`src/rtl/alu_writeback_if.sv`:
```
// alu_writeback_if: operand issue and register-file write-back bundle for alu_writeback_stage
interface alu_writeback_if #(
  parameter int WIDTH = 4,
  parameter int CNT_W = 8
);
  logic in_valid;
  logic in_ready;
  logic [2:0] in_op;
  logic [WIDTH-1:0] in_a;
  logic [WIDTH-1:0] in_b;
  logic [2:0] in_dest;
  logic wb_valid;
  logic wb_ready;
  logic wb_we;
  logic [2:0] wb_reg;
  logic [WIDTH-1:0] wb_data;
  logic wb_zero;
  logic wb_carry;
  logic [7:0] pending_mask;
  logic [CNT_W-1:0] retired_cnt;
  modport master (
    output in_valid, in_op, in_a, in_b, in_dest, wb_ready,
    input in_ready, wb_valid, wb_we, wb_reg, wb_data, wb_zero, wb_carry, pending_mask, retired_cnt
  );
  modport slave (
    input in_valid, in_op, in_a, in_b, in_dest, wb_ready,
    output in_ready, wb_valid, wb_we, wb_reg, wb_data, wb_zero, wb_carry, pending_mask, retired_cnt
  );
endinterface

```
`src/rtl/alu_writeback_stage.sv`:
```
// alu_writeback_stage: two-stage ALU execute feeding the register-file write port, with RAW hazard mask
module alu_writeback_stage #(
  parameter int WIDTH = 4,
  parameter int CNT_W = 8
) (
  input logic clk,
  input logic rst,
  alu_writeback_if.slave bus
);
  logic s1_valid;
  logic s2_valid;
  logic s2_free;
  logic s1_adv;
  logic accept;
  logic retire;
  logic [2:0] s1_op;
  logic [2:0] s1_dest;
  logic [2:0] s2_dest;
  logic [WIDTH-1:0] s1_a;
  logic [WIDTH-1:0] s1_b;
  logic [WIDTH-1:0] s2_data;
  logic s2_zero;
  logic s2_carry;
  logic [WIDTH:0] res;
  logic [CNT_W-1:0] cnt;
  assign s2_free = !s2_valid || bus.wb_ready;
  assign s1_adv = s1_valid && s2_free;
  assign accept = bus.in_valid && bus.in_ready;
  assign retire = s2_valid && bus.wb_ready;
  // res[WIDTH] carries the carry/borrow/shifted-out bit for every opcode
  always_comb begin
    res = '0;
    case (s1_op)
      3'd0: res = {1'b0, s1_a} + {1'b0, s1_b};
      3'd1: res = {1'b0, s1_a} - {1'b0, s1_b};
      3'd2: res = {1'b0, s1_a & s1_b};
      3'd3: res = {1'b0, s1_a | s1_b};
      3'd4: res = {1'b0, s1_a ^ s1_b};
      3'd5: res = {{WIDTH{1'b0}}, s1_a < s1_b};
      3'd6: res = {s1_a, 1'b0};
      default: res = {s1_a[0], 1'b0, s1_a[WIDTH-1:1]};
    endcase
  end
  always_ff @(posedge clk or posedge rst) begin
    if (rst) begin
      s1_valid <= 1'b0;
      s1_op <= '0;
      s1_a <= '0;
      s1_b <= '0;
      s1_dest <= '0;
      s2_valid <= 1'b0;
      s2_data <= '0;
      s2_dest <= '0;
      s2_zero <= 1'b0;
      s2_carry <= 1'b0;
      cnt <= '0;
    end else begin
      if (accept) begin
        s1_valid <= 1'b1;
        s1_op <= bus.in_op;
        s1_a <= bus.in_a;
        s1_b <= bus.in_b;
        s1_dest <= bus.in_dest;
      end else if (s1_adv) s1_valid <= 1'b0;
      if (s1_adv) begin
        s2_valid <= 1'b1;
        s2_data <= res[WIDTH-1:0];
        s2_dest <= s1_dest;
        s2_zero <= res[WIDTH-1:0] == '0;
        s2_carry <= res[WIDTH];
      end else if (retire) s2_valid <= 1'b0;
      if (retire) cnt <= cnt + 1'b1;
    end
  end
  assign bus.in_ready = !s1_valid || s2_free;
  assign bus.wb_valid = s2_valid;
  assign bus.wb_we = retire && s2_dest != 3'd0;
  assign bus.wb_reg = s2_dest;
  assign bus.wb_data = s2_data;
  assign bus.wb_zero = s2_zero;
  assign bus.wb_carry = s2_carry;
  // register 0 is hardwired, so it never needs a hazard stall
  assign bus.pending_mask = ((s1_valid ? 8'b1 << s1_dest : 8'b0) | (s2_valid ? 8'b1 << s2_dest : 8'b0)) & 8'hFE;
  assign bus.retired_cnt = cnt;
endmodule

```
`src/flat_wrapper.sv`:
```
// flat-port wrapper written by rule: the top's interface ports become plain ports
module alu_writeback_stage_flat 
#(
  parameter int WIDTH = 4,
  parameter int CNT_W = 8
)
  (clk, rst, bus_in_valid, bus_in_op, bus_in_a, bus_in_b, bus_in_dest, bus_wb_ready, bus_in_ready, bus_wb_valid, bus_wb_we, bus_wb_reg, bus_wb_data, bus_wb_zero, bus_wb_carry, bus_pending_mask, bus_retired_cnt);
  alu_writeback_if #(.WIDTH(WIDTH), .CNT_W(CNT_W)) bus_i ();
  input logic clk;
  input logic rst;
  input wire logic [$bits(bus_i.in_valid)-1:0] bus_in_valid;
  input wire logic [$bits(bus_i.in_op)-1:0] bus_in_op;
  input wire logic [$bits(bus_i.in_a)-1:0] bus_in_a;
  input wire logic [$bits(bus_i.in_b)-1:0] bus_in_b;
  input wire logic [$bits(bus_i.in_dest)-1:0] bus_in_dest;
  input wire logic [$bits(bus_i.wb_ready)-1:0] bus_wb_ready;
  output wire logic [$bits(bus_i.in_ready)-1:0] bus_in_ready;
  output wire logic [$bits(bus_i.wb_valid)-1:0] bus_wb_valid;
  output wire logic [$bits(bus_i.wb_we)-1:0] bus_wb_we;
  output wire logic [$bits(bus_i.wb_reg)-1:0] bus_wb_reg;
  output wire logic [$bits(bus_i.wb_data)-1:0] bus_wb_data;
  output wire logic [$bits(bus_i.wb_zero)-1:0] bus_wb_zero;
  output wire logic [$bits(bus_i.wb_carry)-1:0] bus_wb_carry;
  output wire logic [$bits(bus_i.pending_mask)-1:0] bus_pending_mask;
  output wire logic [$bits(bus_i.retired_cnt)-1:0] bus_retired_cnt;
  assign bus_i.in_valid = bus_in_valid;
  assign bus_i.in_op = bus_in_op;
  assign bus_i.in_a = bus_in_a;
  assign bus_i.in_b = bus_in_b;
  assign bus_i.in_dest = bus_in_dest;
  assign bus_i.wb_ready = bus_wb_ready;
  assign bus_in_ready = bus_i.in_ready;
  assign bus_wb_valid = bus_i.wb_valid;
  assign bus_wb_we = bus_i.wb_we;
  assign bus_wb_reg = bus_i.wb_reg;
  assign bus_wb_data = bus_i.wb_data;
  assign bus_wb_zero = bus_i.wb_zero;
  assign bus_wb_carry = bus_i.wb_carry;
  assign bus_pending_mask = bus_i.pending_mask;
  assign bus_retired_cnt = bus_i.retired_cnt;
  alu_writeback_stage #(.WIDTH(WIDTH), .CNT_W(CNT_W)) u_core (.clk(clk), .rst(rst), .bus(bus_i));
endmodule
```
`config.mk`:
```
export PLATFORM = sky130hd
export DESIGN_NAME = alu_writeback_stage_flat
export DESIGN_NICKNAME = d
export VERILOG_FILES = /design/src/rtl/alu_writeback_if.sv /design/src/rtl/alu_writeback_stage.sv /design/src/flat_wrapper.sv
export SDC_FILE = /design/constraint.sdc
export NUM_CORES = 1
export LEC_CHECK = 0
export CAP_MARGIN = 20
export CORE_UTILIZATION = 50
export CTS_CLUSTER_DIAMETER = 60
export DETAILED_ROUTE_END_ITERATION = 8
export PLACE_DENSITY = 0.8
export SYNTH_ARGS = -nofsm -noshare
export SYNTH_HDL_FRONTEND = slang
export SYNTH_SLANG_ARGS = --single-unit
```
`constraint.sdc`:
```
create_clock -name clk -period 2.54 [get_ports clk]
set_input_delay 0.508 -clock clk [delete_from_list [all_inputs] [get_ports clk]]
set_output_delay 0.508 -clock clk [all_outputs]
set_load 0.02 [all_outputs]
```
### Yosys cells after proc, flatten, opt, wreduce, memory -nomap -nowiden

Index checks and enable logic that the tools add are counted.

* flip-flop bits (word level): 33
* bits of input ports: 18
* output and inout port bits: 28

* $add $sub $neg: 3
* magnitude comparators: 1
* equality and inequality tests: 6
* shifts and indexed selects: 2
* multiplexer cells: 7
* bitwise logic cells: 4
* reduce and logical (&&, ||, !) cells: 13

Operator list (number)
* $pmux 5 s7: 1
* $mux 8: 2
* $shl 1x3->8 const A: 2
* $eq 3x3->1 const B: 3
* $add 8x1->8 const B: 1
* $or 8x8->8: 1
* $eq 3x2->1 const B: 2
* $add 4x4->5: 1
* $sub 4x4->5: 1
* $and 4x4->4: 1
* $logic_and 1x1->1: 4
* $logic_not 4->1: 1
* $lt 4x4->1: 1
* $mux 1: 4
* $or 4x4->4: 1
* $reduce_bool 2->1: 2
* $xor 4x4->4: 1
* $eq 3x1->1 const B: 1
* $logic_not 3->1: 1
* $reduce_bool 3->1: 1
* $logic_not 1->1: 2
* $logic_or 1x1->1: 2

### Logic depth before layout (Yosys ltp)

Gate-level depths: netlist of run 1.

* depth after elaboration: 5
* depth in mapped cells: 9
* mapped depth without buffers: 9

### Least setup slack after synthesis of run 1

No wires, ideal clock.

* path kind: flip-flop to flip-flop
* start: reg u_core.s1_a[0]
* end: reg u_core.s2_zero (netlist: u_core.bus.wb_zero)
* library setup time: 0.104 ns
* data arrival time: 2.004 ns
* required time: 2.436 ns
* setup slack: 0.433 ns
* stages on the path, launching flop included: 9
* path through: dfrtp_1 -> ha_1 -> inv_1 -> fa_1 -> inv_1 -> mux4_2 -> nor2_1 -> o21ai_1 -> o41ai_2

* cells in the longest elaborated chain, start to end: 3
* elaborated cells on any way between the ends: 8

Ends and longest elaborated chain
* start: declaration: RTL line alu_writeback_stage.sv:19 `logic [WIDTH-1:0] s1_a;`
* start signal: assignment: RTL line alu_writeback_stage.sv:61 `s1_a <= bus.in_a;`
* $sub 4x4->5, or another cell as far along: RTL line alu_writeback_stage.sv:35 `3'd1: res = {1'b0, s1_a} - {1'b0, s1_b};`
* $pmux 5 s7 (*): RTL line alu_writeback_stage.sv:33 `case (s1_op)`
* $logic_not 4->1 (*): RTL line alu_writeback_stage.sv:69 `s2_zero <= res[WIDTH-1:0] == '0;`
* end signal: assignment: RTL line alu_writeback_stage.sv:54 `s2_zero <= 1'b0;`
* end signal: assignment: RTL line alu_writeback_stage.sv:69
* end: declaration: RTL line alu_writeback_stage.sv:22 `logic s2_zero;`

Mark *: on every way between the ends. The rest lies on a longest branch, timed or not.
A chain may end at the register's enable or synchronous reset.

### Worst setup path in the final report of run 1

* start: in bus_wb_ready
* end: out bus_wb_we

* cells in the longest elaborated chain, start to end: 2

Ends and longest elaborated chain
* start: declaration: RTL line flat_wrapper.sv:16 `input wire logic [$bits(bus_i.wb_ready)-1:0] bus_wb_ready;`
* $logic_and 1x1->1: RTL line alu_writeback_stage.sv:29 `assign retire = s2_valid && bus.wb_ready;`
* $logic_and 1x1->1: RTL line alu_writeback_stage.sv:77 `assign bus.wb_we = retire && s2_dest != 3'd0;`
* end: declaration: RTL line flat_wrapper.sv:19 `output wire logic [$bits(bus_i.wb_we)-1:0] bus_wb_we;`

Every way passes these cells.

==> results of run 1 <==
critical path: stages:
cell and delay (ns):
clkdlybuf4s50_1 0.52, nand2_1 0.13, nor2_1 0.11, clkdlybuf4s50_1 0.61
cells in the mapped netlist (all sizes together):
| cell type | n |
|---|---|
| mux2i | 4 |
| nand2b | 11 |
| xnor2 | 6 |
| o41ai | 1 |
| o31ai | 2 |
| o21ai | 4 |
| dfrtp | 33 |
| mux2 | 20 |
| a31oi | 4 |
| conb | 1 |
| a211o | 2 |
| mux4 | 1 |
| a21oi | 6 |
| and4b | 1 |
| clkbuf | 2 |
| a41oi | 1 |
| xor2 | 4 |
| nor3 | 4 |
| a21boi | 2 |
| or3 | 2 |
| o22ai | 6 |
| o211ai | 1 |
| buf | 5 |
| a22o | 1 |
| fa | 2 |
| o221ai | 1 |
| a221oi | 1 |
| nand2 | 14 |
| a21o | 1 |
| nand3 | 5 |
| ha | 13 |
| nor2 | 8 |
| nand3b | 3 |
| inv | 18 |
| o21bai | 2 |
| and3 | 1 |
layer usage:
metal	track usage, %	routed length, µm
met1	29.2	1960
met2	34.1	1900
met3	4.17	100
met4	11.7	86
met5	0	0
cells by family after synthesis:
logic type	count (synthesis)	synth area share (%)
other	1	0.187
muxes	25	14.3
and+or+nand+nor	49	12.4
adders and majority gates	15	10.1
DFF	33	41.2
xor gates and xnor gates	10	4.37
buffers and inverters	25	5.12
AOI/OAI and AO/OA	35	12.4
worst paths after layout:
check / end / slack, ns / cells past startpoint
worst max-delay path: bus_wb_we / 0.14 / 4
worst min-delay path: u_core.bus.wb_data[2] / 0.48 / 2
worst max register to register: u_core.bus.wb_zero / 0.25 / 8
worst min register to register: u_core.bus.wb_data[2] / 0.48 / 2
max in group asynchronous: u_core.s1_b[1] / 1.65 / 3
min in group asynchronous: u_core.bus.retired_cnt[7] / 0.60 / 3
power breakdown:
group | switching, mW | internal (mW) | leakage (nW)
logic | 0.477 | 0.497 | 0.718
registers | 0.153 | 0.656 | 0.395
clock network | 0.209 | 0.189 | 0.0439
total | 0.840 | 1.34 | 1.16
final cells by class:
class | count | area (µm²)
timing repair buffer | 49 | 478
fill | 293 | 1150
sequential | 33 | 826
tap | 48 | 60.1
clock buffer | 5 | 68.8
multi-input combinational | 135 | 1080
inverter | 18 | 67.6
clock inverter | 3 | 17.5
==> impl_metrics.ini, run 1 <==
[worst_hold_path]
min_from = u_core.bus.wb_data[2]
hp-class = reg2reg

[cts]
clkLatencyLatePin_ns = 0.30
clk_pin_slew_ns = 0.07
cts_tree = built
cts_sinks = 33
htreeDepth = 2
clock_path_buffers = 2
post_cts_buffers = 0
cts_resized = 0
numCtsBuffers = 5
ctsHoldBuffers = 0
ctsRootBufferMaster = clkbuf_8

[routing]
wl_per_cell_um = 13.9
routed_via_density = 5.24
drt-initial-drc-count = 82
ant_nets = 0
routed_wl_mm = 4.05
drc = 0
first_pass_iters = 4
dr_total_vias = 1524

[layout]
layout_common_cells = clkdlybuf4s50_1, dfrtp_1, mux2_2
final_nets = 275
diodes = 0
fin_cells = 291
areaGrowthSynthToFinish_pct = 29.4
largest_reg_flops = 8
final_cell_area_mm2 = 0.00259
final_common_cell = clkdlybuf4s50_1
drive_gt1_share_pct = 15.2
utilization_pct = 69.3

[placed_design]
io_buffers = 44
routabilityCongestion = 0.876
dpl.hpwl_mm = 2.97
dpl_cell_area_mm2 = 0.00251
post-place-ws_ns = 0.155
post-place-cells = 283

[logic_synthesis]
synth.top_cell.area_share_pct = 41.2
ys_warn_count = 0
syn_area_mm2 = 0.00201
yosysSeqAreaShare_pct = 41.2
yosysTopAreaCell = dfrtp_1
syn_nets = 226
syn_avg_cell_area_um2 = 10.4
syn_inst = 193
synth-seq-cells = 33
synthTopCellsByArea = dfrtp_1, mux2_2, ha_1
synth_cell_types = 39

[power]
irDropWorstVdd_uv = 388
power_mw = 2.18
power.static_leakage_nw = 1.16
powerDensity_mw_per_mm2 = 841

[global_route]
track_usage_pct = 22.1
grt_pass1_wl_mm = 6.98
gr-total-overflow = 0
grt_max_degree = 34
grt_pass1_vias = 1485
antenna_found_initial = 0

[worst_setup_path]
r2r-start = u_core.s1_a[0]
crit_path_start_kind = input port
crit_required_ns = 2.03
path_class = in2out
critPathMaxFanout = 5
startpoint = bus_wb_ready
crit_arrival_ns = 1.89
worstSetupEndpointType = output port

[sta]
hold_viol_final = 0
worstMarginPinSlew_ns = 0.615
max_freq_mhz = 418
fin_crit_ns = 2.40
fin_crit_sh_pct = 94.3
setup_tns_ns = 0
slew_violations = 0
hold_slack_ns = 0.482
setup_viol = 0
setup_ws_ns = 0.145
slew_headroom_pct = 59.0
finClkSkew_ns = 0.00412
rsz0062_at_grt = false

[die]
core_mm2 = 0.00374
num_rows = 22
dieArea_mm2 = 0.00427
io_pins = 46
start_util_pct = 53.6
dieWidth_um = 65.3
die_h_um = 65.3

[run_status]
status = complete, no violations

[flow_run]
maxCapViolations = 0
Note: power is estimated with default switching activity, not from simulation.
==> run 2, diff against run 1 <==
- SETUP_SLACK_MARGIN: unset -> 0.3
- clock period: 2.54 -> 2.7 ns (I/O delays scaled with it)
==> run 2 against run 1 <==
  * Sequential power decreased by 4.9%
  * Largest cell class unchanged
  * Worst hold slack worse by 0.0035 ns
  * Clock-buffer cell count increased by 2
==> impl_metrics.ini, run 2 (synthesis gave the netlist of run 1 again) <==
[routing]
routed_wl_mm = 4.05
ant_nets = 0
first_pass_iters = 4
routed_via_density = 5.39
drc = 0
drt-initial-drc-count = 95
wl_per_cell_um = 14.1
dr_total_vias = 1551

[placed_design]
post-place-ws_ns = 0.217
post-place-cells = 280
dpl.hpwl_mm = 3.03
dpl_cell_area_mm2 = 0.00249
io_buffers = 44
routabilityCongestion = 0.822

[cts]
htreeDepth = 2
post_cts_buffers = 0
clkLatencyLatePin_ns = 0.28
clk_pin_slew_ns = 0.07
clock_path_buffers = 2
ctsHoldBuffers = 0
cts_tree = built
numCtsBuffers = 5
ctsRootBufferMaster = clkbuf_8
cts_sinks = 33

[sta]
rsz0062_at_grt = false
slew_headroom_pct = 59.9
fin_crit_sh_pct = 84.2
fin_crit_ns = 2.27
hold_slack_ns = 0.479
hold_viol_final = 0
slew_violations = 0
worstMarginPinSlew_ns = 0.601
setup_ws_ns = 0.426
finClkSkew_ns = 0.00486
setup_tns_ns = 0
setup_viol = 0
max_freq_mhz = 440

[layout]
drive_gt1_share_pct = 14.6
largest_reg_flops = 8
final_nets = 272
final_common_cell = clkdlybuf4s50_1
fin_cells = 288
utilization_pct = 69.5
diodes = 0
final_cell_area_mm2 = 0.00260
areaGrowthSynthToFinish_pct = 29.8
layout_common_cells = clkdlybuf4s50_1, dfrtp_1, mux2_2

[power]
power_mw = 2.14
switchingPower_mw = 0.768
powerDensity_mw_per_mm2 = 824
p_int_mw = 1.38
irDropWorstVdd_uv = 429
combPwrFrac_pct = 41.8
netSwitchingFraction_pct = 35.8
power.static_leakage_nw = 1.16
clkPwrFrac_pct = 22.3
power_frac_seq_pct = 35.9

[worst_setup_path]
crit_arrival_ns = 1.73
path_class = reg2out
worstSetupEndpointType = output port
crit_required_ns = 2.16
cpPeakStageDelay_ns = 0.64
cp_slowest_cell = clkdlybuf4s50_1
crit_path_start_kind = flop
critPathMaxFanout = 8
cp_top_family = buffers and inverters
cp_num_buf_inv = 1
path_cells = nand2_1 > o22ai_1 > clkdlybuf4s50_1

[die]
dieWidth_um = 65.3
start_util_pct = 53.6
core_mm2 = 0.00374
num_rows = 22
dieArea_mm2 = 0.00427
io_pins = 46
die_h_um = 65.3

[run_status]
status = complete, no violations

[global_route]
grt_pass1_vias = 1487
grt_pass1_wl_mm = 6.89
gr-total-overflow = 0
antenna_found_initial = 0
track_usage_pct = 21.4
grt_max_degree = 34

[flow_run]
maxCapViolations = 0

[worst_hold_path]
hp-class = reg2reg
## run 2: path summary, 6_finish.rpt
kind | startpoint | end | slack [ns] | cells after the start
setup reg to reg | u_core.s1_a[0] | u_core.bus.wb_zero | 0.44 | 8
max in group asynchronous | rst | u_core.s1_a[0] | 1.74 | 3
hold / removal | u_core.bus.wb_zero | u_core.bus.wb_zero | 0.48 | 2
min in group asynchronous | rst | u_core.bus.retired_cnt[7] | 0.64 | 3
hold reg to reg | u_core.bus.wb_zero | u_core.bus.wb_zero | 0.48 | 2
setup / recovery | u_core.bus.wb_valid | bus_pending_mask[6] | 0.43 | 3
## run 2: layout make-up
class / count / area [µm²]
Timing Repair Buffer: 46 / 452
Multi-Input combinational cell: 135 / 1080
Inverter: 18 / 67.6
Clock buffer: 7 / 86.3
Sequential cell: 33 / 827
Fill cell: 315 / 1140
Clock inverter: 1 / 30.0
Tap cell: 48 / 60.1
## run 2: worst register-to-register path: stages, from the launching register on
cell and delay (ns):
dfrtp_2 0.41, ha_2 0.21, inv_1 0.06, fa_1 0.47, inv_1 0.03, mux4_2 0.45
nor2_1 0.12, o21ai_1 0.12, o41ai_2 0.30
## run 2: what timing repair did
item                                    CTS  global route
hold endpoints to repair                  0             0
endpoints found under the setup margin    3             1
cloned                                    0             0
resized for setup                         3             2
## run 2: power by group through the flow
| stage | logic [mW] | clock network [mW] | registers, mW |
|---|---|---|---|
| after floorplan | 0.474 | 0 | 0.840 |
| after global placement | 0.887 | 0 | 0.772 |
| after detailed placement | 0.899 | 0 | 0.779 |
| after CTS | 0.900 | 0.492 | 0.771 |
| after global routing | 0.972 | 0.505 | 0.794 |
| final | 0.896 | 0.478 | 0.770 |
## run 2: metal layers
layer / wire length [µm] / track usage (%)
met1: 1930 / 28.6
met2: 1930 / 33.2
met4: 21 / 7.07
met3: 167 / 6.08
met5: 0 / 0
